==> config.mk <==
export PLATFORM = sky130hd
export DESIGN_NAME = exam_alu_sched
export DESIGN_NICKNAME = d
export VERILOG_FILES = /design/src/rtl/exam_sched_pkg.sv /design/src/rtl/exam_rr_arbiter.sv /design/src/rtl/exam_alu_sched.sv
export SDC_FILE = /design/constraint.sdc
export NUM_CORES = 1
export LEC_CHECK = 0
export ABC_AREA = 1
export BUFFER_PORTS_ARGS = -buffer_cell sky130_fd_sc_hd__buf_2
export CAP_MARGIN = 20
export CORE_MARGIN = 3
export CORE_UTILIZATION = 54
export CTS_BUF_LIST = sky130_fd_sc_hd__clkbuf_8 sky130_fd_sc_hd__clkbuf_16
export CTS_CLUSTER_DIAMETER = 50
export DETAILED_ROUTE_END_ITERATION = 12
export PLACE_DENSITY = 0.83
export SYNTH_ARGS = -nofsm -noshare
export SYNTH_HDL_FRONTEND = slang
export SYNTH_HIERARCHICAL = 1
export SYNTH_SLANG_ARGS = --single-unit
==> constraint.sdc <==
create_clock -name clk -period 3.25 [get_ports clk]
set_clock_uncertainty 0.2 [all_clocks]
set_input_delay 0.325 -clock clk [delete_from_list [all_inputs] [get_ports clk]]
set_output_delay 0.325 -clock clk [all_outputs]
set_load 0.01 [all_outputs]
==> src/rtl/exam_sched_pkg.sv <==
// Shared types for the time-shared ALU scheduler.
package exam_sched_pkg;

  localparam int unsigned OP_W = 3;

  typedef enum logic [1:0] {
    IDLE,
    EXEC,
    RESP
  } sched_state_t;

  typedef enum logic [OP_W-1:0] {
    ADD    = 3'd0,
    SUB    = 3'd1,
    AND    = 3'd2,
    OR     = 3'd3,
    XOR    = 3'd4,
    PASS_A = 3'd5
  } alu_op_t;

endpackage

==> src/rtl/exam_rr_arbiter.sv <==
// Combinational round-robin arbiter: first asserted request at or above ptr, wrapping.
module exam_rr_arbiter #(
  parameter int unsigned N  = 3,
  parameter int unsigned IW = $clog2(N)
) (
  input  logic [N-1:0]  req,
  input  logic [IW-1:0] ptr,
  output logic [N-1:0]  grant,
  output logic [IW-1:0] idx,
  output logic          any
);

  // Scan N positions starting at ptr; the first hit wins.
  always_comb begin
    int unsigned cand;
    grant = '0;
    idx   = '0;
    any   = 1'b0;
    cand  = 0;
    for (int unsigned k = 0; k < N; k++) begin
      cand = 32'(ptr) + k;
      if (cand >= N) cand = cand - N;
      if (!any && req[cand[IW-1:0]]) begin
        any                = 1'b1;
        grant[cand[IW-1:0]] = 1'b1;
        idx                = cand[IW-1:0];
      end
    end
  end

endmodule

==> src/rtl/exam_alu_sched.sv <==
// Round-robin scheduler sharing one registered ALU between N requesters.
module exam_alu_sched
  import exam_sched_pkg::*;
#(
  parameter int unsigned W  = 8,
  parameter int unsigned CW = 8,
  parameter int unsigned N  = 3
) (
  input  logic              clk,
  input  logic              rst,
  input  logic [N-1:0]      req_valid,
  output logic [N-1:0]      req_ready,
  input  logic [N*W-1:0]    req_a,
  input  logic [N*W-1:0]    req_b,
  input  logic [N*OP_W-1:0] req_op,
  output logic [N-1:0]      res_valid,
  input  logic [N-1:0]      res_ready,
  output logic [W-1:0]      res_data,
  output logic              res_flag,
  output logic              res_err,
  output logic [CW-1:0]     op_count,
  output logic              busy
);

  localparam int unsigned IW = $clog2(N);

  sched_state_t    state_q, state_d;
  logic [IW-1:0]   ptr_q, ptr_d;
  logic [W-1:0]    a_q, a_d;
  logic [W-1:0]    b_q, b_d;
  logic [OP_W-1:0] op_q, op_d;
  logic [N-1:0]    grant_q, grant_d;
  logic [N-1:0]    res_valid_q, res_valid_d;
  logic [W-1:0]    res_data_q, res_data_d;
  logic            res_flag_q, res_flag_d;
  logic            res_err_q, res_err_d;
  logic [CW-1:0]   op_count_q, op_count_d;
  logic            busy_q, busy_d;

  logic [N-1:0]    arb_grant;
  logic [IW-1:0]   arb_idx;
  logic            arb_any;

  exam_rr_arbiter #(
    .N  (N),
    .IW (IW)
  ) u_arb (
    .req   (req_valid),
    .ptr   (ptr_q),
    .grant (arb_grant),
    .idx   (arb_idx),
    .any   (arb_any)
  );

  // ALU result packed as {err, flag, data}.
  function automatic logic [W+1:0] alu(input logic [W-1:0] a, input logic [W-1:0] b,
                                       input logic [OP_W-1:0] op);
    logic [W:0]   sum;
    logic [W-1:0] data;
    logic         flag;
    logic         err;
    sum  = '0;
    data = '0;
    flag = 1'b0;
    err  = 1'b0;
    case (op)
      ADD: begin
        sum  = {1'b0, a} + {1'b0, b};
        data = sum[W-1:0];
        flag = sum[W];
      end
      SUB: begin
        data = a - b;
        flag = (a < b);
      end
      AND:     data = a & b;
      OR:      data = a | b;
      XOR:     data = a ^ b;
      PASS_A:  data = a;
      default: err = 1'b1;
    endcase
    return {err, flag, data};
  endfunction

  // Next-state logic: grant in IDLE, compute in EXEC, hold result until consumed in RESP.
  always_comb begin
    state_d     = state_q;
    ptr_d       = ptr_q;
    a_d         = a_q;
    b_d         = b_q;
    op_d        = op_q;
    grant_d     = grant_q;
    res_valid_d = res_valid_q;
    res_data_d  = res_data_q;
    res_flag_d  = res_flag_q;
    res_err_d   = res_err_q;
    op_count_d  = op_count_q;
    req_ready   = '0;
    unique case (state_q)
      IDLE: begin
        req_ready = arb_grant;
        if (arb_any) begin
          for (int unsigned i = 0; i < N; i++) begin
            if (arb_grant[i]) begin
              a_d  = req_a[i*W +: W];
              b_d  = req_b[i*W +: W];
              op_d = req_op[i*OP_W +: OP_W];
            end
          end
          grant_d = arb_grant;
          ptr_d   = (32'(arb_idx) == N - 1) ? '0 : arb_idx + IW'(1);
          state_d = EXEC;
        end
      end
      EXEC: begin
        {res_err_d, res_flag_d, res_data_d} = alu(a_q, b_q, op_q);
        res_valid_d = grant_q;
        state_d     = RESP;
      end
      RESP: begin
        // Only the owning requester's res_ready bit can complete the operation.
        if (|(res_valid_q & res_ready)) begin
          res_valid_d = '0;
          op_count_d  = op_count_q + CW'(1);
          state_d     = IDLE;
        end
      end
      default: state_d = IDLE;
    endcase
    busy_d = (state_d != IDLE);
  end

  // State and registered outputs.
  always_ff @(posedge clk) begin
    if (rst) begin
      state_q     <= IDLE;
      ptr_q       <= '0;
      a_q         <= '0;
      b_q         <= '0;
      op_q        <= '0;
      grant_q     <= '0;
      res_valid_q <= '0;
      res_data_q  <= '0;
      res_flag_q  <= 1'b0;
      res_err_q   <= 1'b0;
      op_count_q  <= '0;
      busy_q      <= 1'b0;
    end else begin
      state_q     <= state_d;
      ptr_q       <= ptr_d;
      a_q         <= a_d;
      b_q         <= b_d;
      op_q        <= op_d;
      grant_q     <= grant_d;
      res_valid_q <= res_valid_d;
      res_data_q  <= res_data_d;
      res_flag_q  <= res_flag_d;
      res_err_q   <= res_err_d;
      op_count_q  <= op_count_d;
      busy_q      <= busy_d;
    end
  end

  assign res_valid = res_valid_q;
  assign res_data  = res_data_q;
  assign res_flag  = res_flag_q;
  assign res_err   = res_err_q;
  assign op_count  = op_count_q;
  assign busy      = busy_q;

endmodule

==> impl_metrics.yaml, run 1 <==
finish:
  multi_input_area_um2: 2260
  finalInstanceArea_um2: 4240
  finalNetCount: 716
  seq_area_um2: 960.9
  fill_cells: 569
  drive_above_1_share_pct: 22.38
  area_growth_pct: 16.90
  antenna_cells: 0
clock_tree:
  cts_hold_buf: 0
  clock_latency_ps: 310
  root_buffer: "clkbuf_8"
  cts_htree_levels: 2
  cts.path.max_buffers: 2
  clock_sinks: 48
  cts_tree: "built"
  post_cts_buffers: 0
  numCtsBuffers: 5
  cts_resized: 0
  path_clk_slew_ps: 90
drt:
  firstDrtPassIters: 7
  routedWlPerCell_um: 13.39
  drt_iter0_markers: 370
  drc: 0
  vias: 3863
  ant_nets: 0
  drt-total-wl_mm: 9.349
  vias_per_cell: 5.534
worst_setup_path:
  critPathArrivalTime_ps: 2190
  setup.worst_path.start_class: "register"
  path_buf_inv: 5
  critPathMaxFanout: 7
  slowest_stage: "ha_1"
  slowest_delay_ps: 430
  crit_family: "simple AND/OR/NAND/NOR gates"
  required_ps: 2720
  endpoint_kind: "primary output"
  worstSetupPathType: "reg -> out"
  cp_cell_sequence: "inv_1, ha_1, inv_2, nand2_2, nand3_1, nand2_1, nand2_2, inv_2, nand3_1, nand2_1, inv_1, nor2_1, buf_2"
sta:
  slew_headroom_pct: 64.40
  fin_crit_sh_pct: 83.64
  setup_tns_ps: 0
  max_freq_ghz: 0.3679
  worstMarginPinSlew_ps: 533.4
  rsz0062_at_grt: "false"
  fin_crit_ps: 2718
  slew_viol_final: 0
  final_hold_viol_count: 0
  setup_viol: 0
synth:
  synthFlopType: "dfxtp_1"
  synth_edf_count: 0
  synth_cells: 539
  synth_cell_type_count: 38
  synthesis.nets: 635
  synth-async-reset-ratio_pct: 0
  syn_avg_cell_area_um2: 6.730
  ys_seq_elements: 48
  ys_warn_count: 6
  syn-cell-area_um2: 3627
  yosysSeqAreaShare_pct: 26.49
floorplan:
  die_w_um: 87.96
  pin_count: 90
  fp.dieH_um: 87.96
  dieArea_um2: 7736
  rows: 29
  core_area_um2: 6422
  start_util_pct: 56.48
worst_hold_path:
  hp-class: "in -> reg"
power_and_ir_drop:
  p_per_area_nw_per_um2: 891.6
  p_leak_nw: 2.025
  ir_drop_mv: 0.5336
  totalPowerFinal_mw: 3.781
global_routing:
  grt_max_degree: 39
  overflow: 0
  grt_usage_pct: 24.41
  grt_pass1_vias: 3540
  antenna_found_initial: 0
  grt_first_pass_wirelength_mm: 15.52
flow_run:
  cap_viol_max_count: 0
status:
  status: "complete, no violations"
placement:
  gp_congestion: 0.9446
  dpl-instance-area_um2: 4103
  portBuffers: 89
  hpwl_mm: 7.366
-- cell families (layout without fill, tap and decap cells) --
family,Yosys count,in the layout,synth area share [%]
buffers and inverters,100,182,11.21
XOR/XNOR,1,1,0.2415
adder cells (fa/ha/maj),31,31,11.11
AND/OR/NAND/NOR,232,232,28.84
AO/OA/AOI/OAI,127,127,22.11
flip-flops,48,48,26.49
-- through the flow --
step	util (%)	hold slack (ps)	setup WS [ps]	std cells
after floorplan	-	244.0	803.8	539
after global placement	63.88	262.7	755.5	690
after detailed placement	63.88	270.8	565.1	690
after CTS	66.02	148.0	563.9	698
after global routing	66.02	159.9	247.7	698
final	66.02	147.8	531.7	698
-- tightest hold or removal path, stage by stage --
cell	delay, ps
buf_2	80
a211oi_1	60
a211oi_1	150
-- cell type report --
cell class              instances  area share [%]
well taps                      77           2.272
clock buffers                   5           1.623
multi-input cells             391           53.29
flip-flops and latches         48           22.66
clock inverters                 3           1.623
repair buffers                 94           11.39
inverters                      80           7.141
-- layer usage --
metal	part of all wire [%]	GRT usage, %	vias to the layer above
li1	-	-	1959
met2	43	39.52	206
met3	8.7	3.481	19
met1	47	34.25	1679
met4	1.4	5.997	0
met5	0	0	-
-- final timing paths --
path / from / end / slack, ps / depth (start not counted)
worst min-delay path: req_b[19] / b_q[3]$_SDFFE_PP0P_ / 150 / 3
worst max-delay path: ptr_q[0]$_SDFFE_PP0P_ / req_ready[2] / 530 / 13
worst max register to register: ptr_q[0]$_SDFFE_PP0P_ / a_q[4]$_SDFFE_PP0P_ / 540 / 16
worst min register to register: grant_q[0]$_SDFFE_PP0P_ / res_valid[0]$_SDFFE_PP0P_ / 270 / 2
-- power by group --
part | internal (mW) | switching [mW] | total, mW
logic | 0.815 | 1.54 | 2.36
clock network | 0.310 | 0.220 | 0.530
registers | 0.761 | 0.130 | 0.892
-- flip-flops by register name, summed over array words and instances (netlist names) --
register,cells
a_q,8
res_err,1
busy,1
res_flag,1
op_count,8
grant_q,3
op_q,3
b_q,8
state_q,2
res_data,8
res_valid,3
ptr_q,2
-- synth_stat cells (5+ instances only) --
cell	instances	share of area (%)
o22ai_1	9	1.6
ha_1	29	10
clkbuf_1	11	1.1
a21oi_2	6	1.4
dfxtp_1	48	26
nand2_2	6	1.0
nand3_1	47	6.5
a21oi_1	43	5.9
nand2_1	127	13
inv_1	68	7.0
a211oi_1	38	7.9
buf_2	5	0.69
inv_2	11	1.1
o21ai_1	7	0.97
o21ai_0	17	2.3
nor2_1	26	2.7
-- cell usage in the layout, fill, tap and decap left out, types with 2 or more instances in the layout --
cell type / n
buf_2: 89
buf_4: 5
nand2_1: 127
nand3_2: 4
nand4_1: 3
a21oi_2: 6
fa_1: 2
nand3b_1: 2
nor2_1: 26
nor2_2: 4
o2111ai_1: 2
o21ai_0: 17
a211oi_1: 38
nor3_2: 2
o221ai_1: 2
o22ai_1: 9
ha_1: 29
clkbuf_8: 5
o21ai_1: 7
and2_1: 2
nand2_2: 6
nand3_1: 47
nor3_1: 4
a21oi_1: 43
inv_1: 68
bufinv_16: 2
dfxtp_1: 48
inv_2: 11
Note: power is estimated with default switching activity, not from simulation.
==> run 2, diff against run 1 <==
==> constraint.sdc (replaced) <==
create_clock -name clk -period 2.61 [get_ports clk]
set_clock_uncertainty 0.2 [all_clocks]
set_input_delay 0.261 -clock clk [delete_from_list [all_inputs] [get_ports clk]]
set_output_delay 0.261 -clock clk [all_outputs]
set_load 0.01 [all_outputs]
==> run 2 against run 1 <==
  * Utilization up 1.6 points
  * First-iteration DRC count down 7.6%
  * Cell count up 0.29%
  * Clock power down 13%
  * Critical endpoint is now req_ready[1]
  * Largest cell class unchanged
==> impl_metrics.yaml, run 2 (synthesis results as in run 1) <==
worst_hold_path:
  hp-class: "in -> reg"
power_and_ir_drop:
  p_per_area_nw_per_um2: 1097
  clkPwrFrac_pct: 9.6
  pwr-share-seq_pct: 23.3
  p_sw_mw: 2.434
  switching_share_pct: 51.08
  p_comb_share_pct: 67.1
  ir_drop_mv: 0.7305
  intPower_mw: 2.332
  p_leak_nw: 2.038
sta:
  worstMarginPinSlew_ps: 500.0
  rsz0062_at_grt: "true"
  slew_viol_final: 0
  fin_crit_sh_pct: 97.00
  fin_crit_ps: 2532
  slew_headroom_pct: 66.63
  setup_viol: 0
  max_freq_ghz: 0.3950
  final_hold_viol_count: 0
drt:
  vias: 3849
  drt_iter0_markers: 342
  drt-total-wl_mm: 9.500
  firstDrtPassIters: 5
  routedWlPerCell_um: 13.57
  vias_per_cell: 5.499
  ant_nets: 0
  drc: 0
worst_setup_path:
  required_ps: 2150
  worstSetupPathType: "reg -> out"
  critPathArrivalTime_ps: 2070
  critPathMaxFanout: 21
  cp_cell_sequence: "inv_2, ha_4, inv_4, nand2_1, nand3_1, nand2_2, nand3_2, nand2_1, inv_1, nand2_2, inv_1, buf_8, nor2_1, buf_2"
  crit_family: "simple AND/OR/NAND/NOR gates"
  slowest_delay_ps: 340
  setup.worst_path.start_class: "register"
  slowest_stage: "dfxtp_2"
  endpoint_kind: "primary output"
  path_buf_inv: 6
flow_run:
  cap_viol_max_count: 0
global_routing:
  antenna_found_initial: 0
  grt_usage_pct: 24.60
  grt_pass1_vias: 3396
  grt_first_pass_wirelength_mm: 15.43
  grt_max_degree: 39
  overflow: 0
finish:
  area_growth_pct: 19.73
  final_cell_mix: "nand2_1, buf_2, inv_1"
  drive_above_1_share_pct: 25.52
  antenna_cells: 0
  final_core_util_pct: 67.62
  finalNonFillerCells: 700
  finalNetCount: 719
  layout_commonest_cell: "nand2_1"
clock_tree:
  cts_htree_levels: 2
  cts_tree: "built"
  numCtsBuffers: 5
  clock_sinks: 48
  cts.path.max_buffers: 2
  clock_latency_ps: 300
  root_buffer: "clkbuf_8"
  path_clk_slew_ps: 90
floorplan:
  pin_count: 90
  fp.dieH_um: 87.96
  dieArea_um2: 7736
  die_w_um: 87.96
  rows: 29
  core_area_um2: 6422
  start_util_pct: 56.48
status:
  status: "complete, no violations"
placement:
  portBuffers: 89
  gp_congestion: 0.9397
  hpwl_mm: 7.255
  dpl.cell_count: 691
-- run 2: area by class of cell --
type,instances,area (um^2)
timing repair buffer,97,538.0
sequential,48,965.9
fill,554,2079
inverter,80,305.3
tap,77,96.34
clock buffer,6,82.58
clock inverter,1,8.758
multi-input combinational,391,2346
-- run 2: tightest hold or removal path: stages --
cell      delay [ps]
buf_2             80
a211oi_1          60
a211oi_1         140
-- run 2: per-stage QoR --
step                      hold slack, ps  TNS, ps  area [um^2]  total power [mW]  worst slack, ps
after CTS                          84.23        0         4265             4.590            29.77
after floorplan                    244.0        0         3627             3.390            163.8
final                              85.42        0         4343             4.766            78.40
after detailed placement           266.8        0         4135             4.081            42.82
after global routing               95.99   -89.98         4343             5.193           -27.43
after global placement             260.0        0         4135             3.993            172.5
-- run 2: metal layers --
metal / GRT usage, % / routed length, um
met3: 3.575 / 766
met1: 35.01 / 4440
met2: 39.04 / 4202
met5: 0 / 0
met4: 6.276 / 90
-- run 2: path summary, 6_finish.rpt --
check,from,to,slack [ps],cells after the start
worst max-delay path,ptr_q[0]$_SDFFE_PP0P_,req_ready[1],80,14
worst min-delay path,req_b[22],b_q[6]$_SDFFE_PP0P_,90,3
worst max register to register,ptr_q[0]$_SDFFE_PP0P_,a_q[1]$_SDFFE_PP0P_,140,16
worst min register to register,res_data[0]$_SDFFE_PP0P_,res_data[0]$_SDFFE_PP0P_,280,2
-- run 2: repair_timing --
item / CTS / global route
pin swaps: 0 / 4
gates resized for setup: 9 / 16
setup endpoints to repair: 1 / 15
hold buffers: 0 / 0
setup buffers: 0 / 2
-- run 2: power groups by stage --
stage               logic [mW]  clock network, mW  registers (mW)
floorplan                 2.27                  0            1.12
global placement          2.89                  0            1.11
detailed placement        2.96                  0            1.12
CTS                       3.01              0.472            1.10
global route              3.55              0.503            1.14
finish                    3.20              0.459            1.11
